--- src/rtl/div_pkg.sv ---
// rtl/div_pkg.sv - shared state encoding, add/sub mode constant and counter sizing for the restoring divider
package div_pkg;

    typedef enum logic [1:0] {
        IDLE = 2'd0,
        RUN  = 2'd1,
        DONE = 2'd2
    } state_t;

    // Mode input of the add/sub stage that selects subtraction (b inverted, carry-in set)
    localparam logic ADDSUB_SUB = 1'b1;

    // Bits needed to hold values 0 .. value-1; callers pass WIDTH+1 so WIDTH itself fits
    function automatic int clog2(input int value);
        int r;
        r = 0;
        while ((1 << r) < value) begin
            r = r + 1;
        end
        if (r < 1) begin
            r = 1;
        end
        return r;
    endfunction

endpackage

--- src/rtl/addsub_stage.sv ---
// rtl/addsub_stage.sv - N-bit ripple-carry adder/subtractor (mode=1 subtracts via inverted b and carry-in)
module addsub_stage #(
    parameter int N = 5
) (
    input  logic [N-1:0] a,
    input  logic [N-1:0] b,
    input  logic         mode,
    output logic [N-1:0] sum,
    output logic         cout
);

    logic [N-1:0] b_eff;
    logic         carry;

    // Walk the carry from bit 0 upward, one full adder per bit
    always_comb begin
        b_eff = b ^ {N{mode}};
        carry = mode;
        sum   = '0;
        for (int i = 0; i < N; i++) begin
            sum[i] = a[i] ^ b_eff[i] ^ carry;
            carry  = (a[i] & b_eff[i]) | (carry & (a[i] ^ b_eff[i]));
        end
        cout = carry;
    end

endmodule

--- src/rtl/seq_restoring_divider.sv ---
// rtl/seq_restoring_divider.sv - unsigned restoring divider, one quotient bit per clock; optional DIV_ZERO_DETECT_EN
module seq_restoring_divider
    import div_pkg::*;
#(
    parameter int WIDTH = 4
) (
    input  logic             clk,
    input  logic             rst,
    input  logic             start,
    input  logic [WIDTH-1:0] dividend,
    input  logic [WIDTH-1:0] divisor,
    output logic             busy,
    output logic             done,
    output logic [WIDTH-1:0] quotient,
    output logic [WIDTH-1:0] remainder,
    output logic             div_zero
);

    localparam int CW = clog2(WIDTH + 1);

    state_t           state;
    logic [WIDTH:0]   p;
    logic [WIDTH-1:0] q;
    logic [WIDTH-1:0] dvs;
    logic [CW-1:0]    count;

    logic [WIDTH:0]   p_shift;
    logic [WIDTH:0]   trial;
    logic             no_borrow;
    logic [WIDTH:0]   p_next;
    logic [WIDTH-1:0] q_next;

`ifdef DIV_ZERO_DETECT_EN
    logic             zero_op;
    logic             div_zero_r;
    assign div_zero = div_zero_r;
`else
    assign div_zero = 1'b0;
`endif

    // {P,Q} shifted left by one; P's top bit is always 0 between steps so the shift loses nothing
    assign p_shift = (p << 1) | {{WIDTH{1'b0}}, q[WIDTH-1]};

    addsub_stage #(
        .N (WIDTH + 1)
    ) u_trial (
        .a    (p_shift),
        .b    ({1'b0, dvs}),
        .mode (ADDSUB_SUB),
        .sum  (trial),
        .cout (no_borrow)
    );

    // Keep the trial difference when it did not borrow, otherwise restore the shifted P
    always_comb begin
        p_next = no_borrow ? trial : p_shift;
        q_next = {q[WIDTH-2:0], no_borrow};
    end

    // Control FSM and datapath registers; results are captured only on the edge entering DONE
    always_ff @(posedge clk) begin
        if (rst) begin
            state     <= IDLE;
            busy      <= 1'b0;
            done      <= 1'b0;
            quotient  <= '0;
            remainder <= '0;
            p         <= '0;
            q         <= '0;
            dvs       <= '0;
            count     <= '0;
`ifdef DIV_ZERO_DETECT_EN
            zero_op    <= 1'b0;
            div_zero_r <= 1'b0;
`endif
        end else begin
            case (state)
                IDLE, DONE: begin
                    done <= 1'b0;
                    if (start) begin
                        q     <= dividend;
                        dvs   <= divisor;
                        p     <= '0;
                        busy  <= 1'b1;
                        state <= RUN;
`ifdef DIV_ZERO_DETECT_EN
                        zero_op <= (divisor == '0);
                        count   <= (divisor == '0) ? CW'(1) : CW'(WIDTH);
`else
                        count <= CW'(WIDTH);
`endif
                    end else begin
                        state <= IDLE;
                    end
                end
                RUN: begin
`ifdef DIV_ZERO_DETECT_EN
                    if (zero_op) begin
                        // Zero divisor short-cut: report the natural all-ones / dividend result at once
                        quotient   <= '1;
                        remainder  <= q;
                        div_zero_r <= 1'b1;
                        count      <= '0;
                        done       <= 1'b1;
                        busy       <= 1'b0;
                        state      <= DONE;
                    end else
`endif
                    begin
                        p     <= p_next;
                        q     <= q_next;
                        count <= count - CW'(1);
                        if (count == CW'(1)) begin
                            quotient  <= q_next;
                            remainder <= p_next[WIDTH-1:0];
                            done      <= 1'b1;
                            busy      <= 1'b0;
                            state     <= DONE;
`ifdef DIV_ZERO_DETECT_EN
                            div_zero_r <= 1'b0;
`endif
                        end
                    end
                end
                default: begin
                    state <= IDLE;
                    busy  <= 1'b0;
                    done  <= 1'b0;
                end
            endcase
        end
    end

endmodule

--- config.mk ---
export PLATFORM = sky130hd
export DESIGN_NAME = seq_restoring_divider
export DESIGN_NICKNAME = d
export VERILOG_FILES = /design/src/rtl/div_pkg.sv /design/src/rtl/addsub_stage.sv /design/src/rtl/seq_restoring_divider.sv
export SDC_FILE = /design/constraint.sdc
export NUM_CORES = 1
export LEC_CHECK = 0
export BUFFER_PORTS_ARGS = -buffer_cell sky130_fd_sc_hd__buf_2
export CAP_MARGIN = 10
export CORE_ASPECT_RATIO = 1.2
export CORE_MARGIN = 4
export CORE_UTILIZATION = 40
export DETAILED_ROUTE_END_ITERATION = 12
export SETUP_SLACK_MARGIN = 0.15
export SLEW_MARGIN = 20
export SYNTH_ARGS = -nofsm -noshare
export SYNTH_HDL_FRONTEND = slang
export SYNTH_SLANG_ARGS = --single-unit
export TNS_END_PERCENT = 1
--- constraint.sdc ---
create_clock -name clk -period 4.6 [get_ports clk]
set_input_delay 0.92 -clock clk [delete_from_list [all_inputs] [get_ports clk]]
set_output_delay 0.92 -clock clk [all_outputs]
set_load 0.02 [all_outputs]
---- After elaboration in Yosys (flattened, before gate mapping) ----
Cells that the tools add are included.
word-level totals
  register bits ........................... 27
  logic and storage cells ................. 62
  output and inout bits ................... 11
  bits of input ports ..................... 11
operators by class
  reduce and logical (&&, ||, !) cells .... 8
  $add $sub $neg .......................... 1
  bitwise operators ....................... 26
  eq/ne operators ......................... 5
  mux-type cells .......................... 13
operator list
  cell                                               number
  case mux 4 bit (2 select lines)                    2
  two-way mux 4 bit                                  3
  AND 1 bit                                          9
  AND reduction 2 bit                                4
  XOR 1 bit                                          8
  case mux 3 bit (2 select lines)                    1
  NOT 4 -> 5 bit                                     1
  bitwise OR 1 bit                                   5
  bitwise OR 5 x 1 -> 5 bit                          1
  != test 2 bit (second input constant)              2
  case mux 2 bit (2 select lines)                    1
  OR reduction 2 bit                                 2
  == test 3 x 1 -> 1 bit (second input constant)     1
  two-way mux 1 bit                                  3
  two-way mux 3 bit                                  1
  subtractor 3 x 1 -> 3 bit (second input constant)  1
  == test 2 x 1 -> 1 bit (second input constant)     1
  == test 2 bit (second input constant)              1
  logical NOT 2 bit                                  1
  two-way mux 2 bit                                  1
  NOT 1 bit                                          2
  case mux 1 bit (2 select lines)                    1
  nonzero test 2 bit                                 1

---- Longest topological paths before layout ----
Gate-level depths: netlist of the first run.
  depth in word-level cells ............... 13
  mapped depth ............................ 11
  gate-level depth less buffers ........... 10

---- Cells and area by module ----
From an unflattened synthesis of the first run, not the netlist that was laid out.
second synthesis, totals
  cell total of the unflattened synthesis .. 131
  area, all modules ....................... 1,276.2 um2
modules (own cells, without submodules)
  module                 area an instance (um2)  cells each  sequential area each (um2)  instances
  seq_restoring_divider  1,107.3                 114         540.5                       1
  addsub_stage           168.9                   17          0.0                         1

---- Worst setup path after synthesis of the first run ----
OpenSTA, ideal clock, no wires.
  kind .................................... register to register
  start point ............................. register q[3]
  end point ............................... register p[3]
  period minus slack after synthesis ...... 2.495 ns
  setup time .............................. 0.059 ns
  buffers on the path ..................... 0
  slack ................................... 2.105 ns
  arrival time ............................ 2.436 ns
  data required time ...................... 4.541 ns
  stages on the path, launching flop included .. 11
  path through ............................ dfxtp_1 inv_1 ha_1 inv_1 fa_1 fa_1 inv_1 fa_1 or4b_1 o31ai_1 a22o_1
on the way
  word-level cells in the longest chain between the ends .. 13
  elaborated cells between the ends (all ways) .. 15
  classes of those cells .................. mux: 2; bitwise: 13
ends and longest elaborated chain
  element                                 RTL line                      RTL
  from (decl)                             seq_restoring_divider.sv:23   logic [WIDTH-1:0] q;
  from (signal assigned)                  seq_restoring_divider.sv:81   q <= dividend;
  from (signal assigned)                  seq_restoring_divider.sv:111  q <= q_next;
  bitwise OR 5 x 1 -> 5 bit *             seq_restoring_divider.sv:42   assign p_shift = (p << 1) | {{WIDTH{1'b0}}, q[WIDTH-1]};
  AND 1 bit or XOR 1 bit (tied branches)  addsub_stage.sv:22            carry = (a[i] & b_eff[i]) | (carry & (a[i] ^ b_eff[i]));
  bitwise OR 1 bit *                      addsub_stage.sv:22
  AND 1 bit *                             addsub_stage.sv:22
  bitwise OR 1 bit *                      addsub_stage.sv:22
  AND 1 bit *                             addsub_stage.sv:22
  bitwise OR 1 bit *                      addsub_stage.sv:22
  AND 1 bit                               addsub_stage.sv:22
  bitwise OR 1 bit                        addsub_stage.sv:22
  AND 1 bit                               addsub_stage.sv:22
  bitwise OR 1 bit                        addsub_stage.sv:22
  two-way mux 4 bit *                     seq_restoring_divider.sv:56   p_next = no_borrow ? trial : p_shift;
  case mux 4 bit (2 select lines) *       seq_restoring_divider.sv:77   case (state)
  to (signal assigned)                    seq_restoring_divider.sv:110  p <= p_next;
  to (decl)                               seq_restoring_divider.sv:22   logic [WIDTH:0] p;
Every way passes the cells marked *; elsewhere a longest branch is shown, timed or not.
A chain may end at the register's enable or synchronous reset.

---- Worst setup path after layout of the first run ----
Ends and elaborated chain as after synthesis.

==> results of run 1 <==
cell families after synthesis:
kind of cell | Yosys count
buffers and inverters | 18
adders and majority gates | 6
and+or+nand+nor | 48
DFF | 27
AOI/OAI and AO/OA | 30
muxes | 5
other | 1
area by class of cell:
cell class / instances / area [um^2] / area share, %
well taps: 34 / 42.5 / 3.16
flip-flops and latches: 27 / 541 / 40.1
clock buffers: 4 / 26.3 / 1.95
inverters: 9 / 33.8 / 2.51
multi-input cells: 90 / 604 / 44.8
repair buffers: 20 / 100 / 7.43
flip-flops by register name, indices dropped and copies added (netlist names):
signal,flops
q,4
state,2
quotient,4
dvs,4
busy,1
p,4
done,1
count,3
remainder,4
final timing paths:
path,endpoint,slack (ps),depth (start not counted)
setup / recovery,p[3]$_SDFFE_PP0P_,1950,10
hold / removal,done$_SDFFE_PP0P_,460,2
setup reg to reg,p[3]$_SDFFE_PP0P_,1950,10
hold reg to reg,done$_SDFFE_PP0P_,460,2
synthesized netlist by cell type, drive strengths merged, types with 2 or more instances:
cell type  count
dfxtp         27
nand2         21
a21oi         12
nor2          10
buf            9
inv            9
nand2b         5
mux2i          4
a311oi         3
fa             3
ha             3
o2bb2ai        3
a211oi         2
a21o           2
a22o           2
nand3          2
nor3           2
nor3b          2
per-layer routing:
metal,share of wire (%),up-vias,track usage (%)
li1,-,484,-
met1,47,421,16.5
met2,47,18,22.0
met3,4.0,4,2.42
met4,1.4,0,5.38
met5,0,-,0
worst max-delay path: stages, from the launching register on:
cell and delay [ps]:
dfxtp_1 340, inv_1 70, ha_1 140, inv_1 40, fa_1 370, fa_1 370, inv_1 80, fa_1 440
or4b_1 510, o31ai_1 80, a22o_1 160
power groups by stage:
| stage | combinational [uW] | clock (uW) | sequential, uW |
|---|---|---|---|
| global placement | 85.8 | 0 | 263 |
| floorplan | 68.9 | 0 | 265 |
| finish | 86.4 | 103 | 259 |
| global route | 98.9 | 116 | 261 |
| CTS | 88.0 | 106 | 259 |
| detailed placement | 87.6 | 0 | 265 |
per-stage QoR:
step,setup WS (ps),cells,utilization [%],total power (uW),hold slack [ps]
after detailed placement,1970,180,45.7,352,437
after global placement,2060,180,45.7,349,437
after CTS,1940,184,46.6,453,457
after floorplan,2100,135,-,334,432
final,1950,184,46.6,448,455
after global routing,1800,184,46.6,477,490
==> reports/results.tsv, run 1 <==
metric	value	unit
top area cells in the synthesized netlist	dfxtp_1 (44%), nand2_1 (6.4%), a21oi_1 (4.8%)	
Logic pwr share	19.3	%
DRC	0	
async set-reset flop share out of synthesis	0	%
area share of the largest cell type after synthesis	43.6	%
CTS Buffer Depth	2	
Post-Syn Area	0.00124	mm^2
Final setup viols	0	
Critical Path Source Type	flip-flop	
Pre-Repair DR Iteration Count	4	
Final Hold Vio Count	0	
switching power total	130	uW
clock sinks	27	
Worst Tran Pin Value	533	ps
clock period minus worst slack	2650	ps
largest net degree at the start of global routing	27	
commonest non-fill, non-tap cell in the layout	dfxtp_1	
CTS tree	done	
leading area contributor after synthesis	dfxtp_1	
Max-Cap Viols	0	
vias in the first global route	906	
proportion of synthesized area in mux cells	4.44	%
1st-iter DRT viols	23	
Die Width	58.8	um
# resized after CTS	0	
Pint	318	uW
Worst R2R Start	q[3]$_SDFFE_PP0P_	
Ys Warns	0	
vias per inst	5.04	
Post-DRT Antenna Nets	0	
global-route wire length before repair	4.05	mm
Congestion Overflow GR	0	
period utilization	57.6	%
sequential cell area fraction in the yosys report	43.6	%
Vias	927	
Pins Over Slew Limit	0	
# rows	21	
Switching Share	29.0	%
gpl congestion	0.721	
core region area	0.00289	mm^2
cts bufs inserted	3	
layout cells sized above 1	17.3	%
power density cells	333	mW/mm^2
main combinational cell family by area after synthesis	simple AND/OR/NAND/NOR gates	
Area Growth Syn to Fin	8.68	%
filler instances	303	
CP Data Required Time	4870	ps
count of state elements after synthesis	27	
Hold WC Path Type	reg -> reg	
Synth cell types	36	
Max-slew headroom	64.3	%
most frequent cells in the layout	dfxtp_1 (27), nand2_1 (21), buf_2 (20)	
Hold Crit Start	done$_SDFFE_PP0P_	
Routed wire per std cell	13.4	um
Top Ports	22	
part of the power in registers	57.8	%
synthesized area per cell	9.18	um^2
static leakage	0.000574	uW
# nets final	168	
latest clock arrival within the worst-skew pair	320	ps
simple-gate portion of the synthesized area	19.8	%
Post-CTS Setup Repair Bufs	0	
kind of critical path	reg -> reg	
final WL	2.46	mm
worst path arrival time	2920	ps
setup TNS	0	ps
CP Capture Type	flip-flop	
Fmax achieved	378	MHz
All-Layer GR Usage	13.1	%
VDD IR max	0.259	mV
Area after DPL	0.00132	mm^2
outcome	finished clean	
CTS Hold Bufs	0	
post-synthesis xor/xnor area fraction	0	%
skew final	5.91	ps
EDFF count, synth	0	
syn nets	152	
PortBufs	20	
Worst Setup SP	q[3]$_SDFFE_PP0P_	
Clock transition at path regs	150	ps
Post-Synth Adder-Cell Area	7.87	%
Crit Path Max Fanout	3	
Die H	69.0	um
Compound-Gate Fraction of Synth Area	16.3	%
die area	0.00406	mm^2
final instance area	0.00135	mm^2
Clk pwr share	22.9	%
initial antenna violation count	0	
Antenna Cells	0	
H-tree levels	1	
Final HPWL DP	1.78	mm
initial cell density of the core	42.9	%
Gate Count Post-Synth	135	
unrepaired setup endpoints after global routing	false	
Primary FF master, synth	dfxtp_1	
CTS Root Cell	clkbuf_4	
(Power assumes the default switching activity.)
==> inputs of run 2 (changes only) <==
- clock period: 4.6 -> 2.8 ns (I/O delays scaled with it)
==> run 2 against run 1 <==
- wire length increased by 2.3%
- non-clock buffer count increased by 1
- fmax is 3.0% higher
- design area grew 1.9%
- critical path type unchanged
- largest power group unchanged
- highest routed layer unchanged
==> reports/results.tsv, run 2 (same netlist as run 1, synthesis figures left out) <==
metric	value	unit	change
Vias	950		was 927
Final setup viols	0		unchanged
static leakage	0.000578	uW	was 0.000574 uW
initial antenna violation count	0		unchanged
1st-iter DRT viols	25		was 23
worst path arrival time	2850	ps	was 2920 ps
Clock transition at path regs	150	ps	about the same
filler instances	296		was 303
All-Layer GR Usage	13.3	%	was 13.1%
Switching Share	29.5	%	was 29.0%
global-route wire length before repair	4.11	mm	was 4.05 mm
power density cells	548	mW/mm^2	was 333 mW/mm^2
largest net degree at the start of global routing	27		unchanged
switching power total	222	uW	was 130 uW
PortBufs	20		unchanged
VDD IR max	0.426	mV	was 0.259 mV
crit path buf inv count	3		unchanged
Die Width	58.8	um	unchanged
Routed wire per std cell	13.6	um	was 13.4 um
Worst Tran Pin Value	548	ps	was 533 ps
Die H	69.0	um	unchanged
Critical Path End	p[3]$_SDFFE_PP0P_		unchanged
CTS tree	done		unchanged
# rows	21		unchanged
Top Family by Delay on Critical Path	adder cells		unchanged
period utilization	91.8	%	was 57.6%
most frequent cells in the layout	dfxtp_1 (26), nand2_1 (21), buf_2 (20)		was dfxtp_1 (27), nand2_1 (21), buf_2 (20)
# nets final	169		was 168
vias in the first global route	925		was 906
unrepaired setup endpoints after global routing	true		was false
CP Data Required Time	3080	ps	was 4870 ps
Max-Cap Viols	0		unchanged
Pint	530	uW	was 318 uW
Pins Over Slew Limit	0		unchanged
latest clock arrival within the worst-skew pair	330	ps	was 320 ps
outcome	finished clean		unchanged
layout cells sized above 1	23.2	%	was 17.3%
Worst Setup SP	q[3]$_SDFFE_PP0P_		unchanged
Worst R2R Start	q[3]$_SDFFE_PP0P_		unchanged
final WL	2.52	mm	was 2.46 mm
Final HPWL DP	1.78	mm	unchanged
Area Growth Syn to Fin	10.7	%	was 8.68%
Final Hold Vio Count	0		unchanged
Congestion Overflow GR	0		unchanged
Crit Path Max Fanout	2		was 3
core region area	0.00289	mm^2	unchanged
Setup WS post-layout	229	ps	was 1950 ps
critical path depth in cells	10		unchanged
CP Capture Type	flip-flop		unchanged
clock period minus worst slack	2570	ps	was 2650 ps
max incr delay on CP	550	ps	was 510 ps
skew final	4.48	ps	was 5.91 ps
die area	0.00406	mm^2	unchanged
kind of critical path	reg -> reg		unchanged
H-tree levels	1		unchanged
dpl ws	173	ps	was 1970 ps
Fmax achieved	389	MHz	was 378 MHz
DRC	0		unchanged
cts bufs inserted	3		unchanged
crit path cell chain	inv_2 -> ha_2 -> inv_1 -> fa_2 -> fa_2 -> inv_2 -> fa_1 -> or4b_4 -> o31ai_2 -> a22o_1		was inv_1 -> ha_1 -> inv_1 -> fa_1 -> fa_1 -> inv_1 -> fa_1 -> or4b_1 -> o31ai_1 -> a22o_1
CTS Root Cell	clkbuf_4		unchanged
Hold WC Path Type	in -> reg		was reg -> reg
initial cell density of the core	42.9	%	unchanged
slowest stage cell, crit path	or4b_4		was or4b_1
Top Ports	22		unchanged
Logic pwr share	20.3	%	was 19.3%
Pre-Repair DR Iteration Count	4		unchanged
RR Endpoint	p[3]$_SDFFE_PP0P_		unchanged
Post-DRT Antenna Nets	0		unchanged
FF-to-FF path depth	10		unchanged
clock sinks	27		unchanged
vias per inst	5.14		was 5.04
gpl congestion	0.721		unchanged
setup TNS	0	ps	unchanged
Critical Path Source Type	flip-flop		unchanged
Clk pwr share	23.0	%	was 22.9%
part of the power in registers	56.7	%	was 57.8%
R2R setup slack	230	ps	was 1950 ps
commonest non-fill, non-tap cell in the layout	dfxtp_1		unchanged
Max-slew headroom	63.3	%	was 64.3%
CTS Buffer Depth	2		unchanged
Antenna Cells	0		unchanged
==> run 2: worst reg2reg max path, delay by kind of cell (launching register included) <==
family | cells | cell delay [ps]
buffers and inverters | 3 | 150
and+or+nand+nor | 1 | 550
DFF | 1 | 350
adders and majority gates | 4 | 1240
AOI/OAI and AO/OA | 2 | 240
==> run 2: how the worst min path moves through the flow <==
stage                                      from  cells after the start                     to  slack (ps)
after global placement        done$_SDFFE_PP0P_                      2      done$_SDFFE_PP0P_         440
after CTS                            divisor[3]                      3    dvs[3]$_SDFFE_PP0P_         450
after detailed placement      done$_SDFFE_PP0P_                      2      done$_SDFFE_PP0P_         440
after floorplan           count[1]$_SDFFE_PP0P_                      1  count[1]$_SDFFE_PP0P_         430
after global routing                 divisor[0]                      3    dvs[0]$_SDFFE_PP0P_         430
final                                divisor[2]                      3    dvs[2]$_SDFFE_PP0P_         440
==> run 2: area by class of cell <==
type	count	area, um^2	area share (%)
Multi-Input combinational cell	90	621	45.2
Timing Repair Buffer	21	108	7.84
Inverter	9	33.8	2.46
Tap cell	34	42.5	3.10
Sequential cell	27	542	39.5
Clock buffer	4	26.3	1.91
==> run 2: power groups by stage <==
stage	clock (uW)	sequential (uW)	combinational, uW
after floorplan	0	435	113
after global placement	0	433	141
after detailed placement	0	435	144
after CTS	174	426	150
after global routing	191	430	173
final	173	427	153
==> run 2: what timing repair did <==
action / in CTS / in global routing
hold buffers: 0 / 0
buffers inserted: 1 / 0
setup endpoints to repair: 1 / 1
pin swaps: 2 / 3
resized for setup: 2 / 6
==> run 2: through the flow <==
step                cells  hold slack, ps  total power [uW]  area (um^2)  utilization [%]
floorplan             135             432               548         1240                -
global placement      180             437               574         1320             45.7
detailed placement    180             437               578         1320             45.7
CTS                   185             448               750         1360             47.0
global route          185             430               795         1370             47.5
finish                185             445               752         1370             47.5
==> run 2: per-layer routing <==
metal / up-vias / track usage (%) / wire, um
li1: 485 / - / -
met3: 6 / 2.42 / 115
met2: 20 / 22.7 / 1200
met4: 0 / 5.38 / 55
met1: 439 / 16.5 / 1150
met5: - / 0 / 0
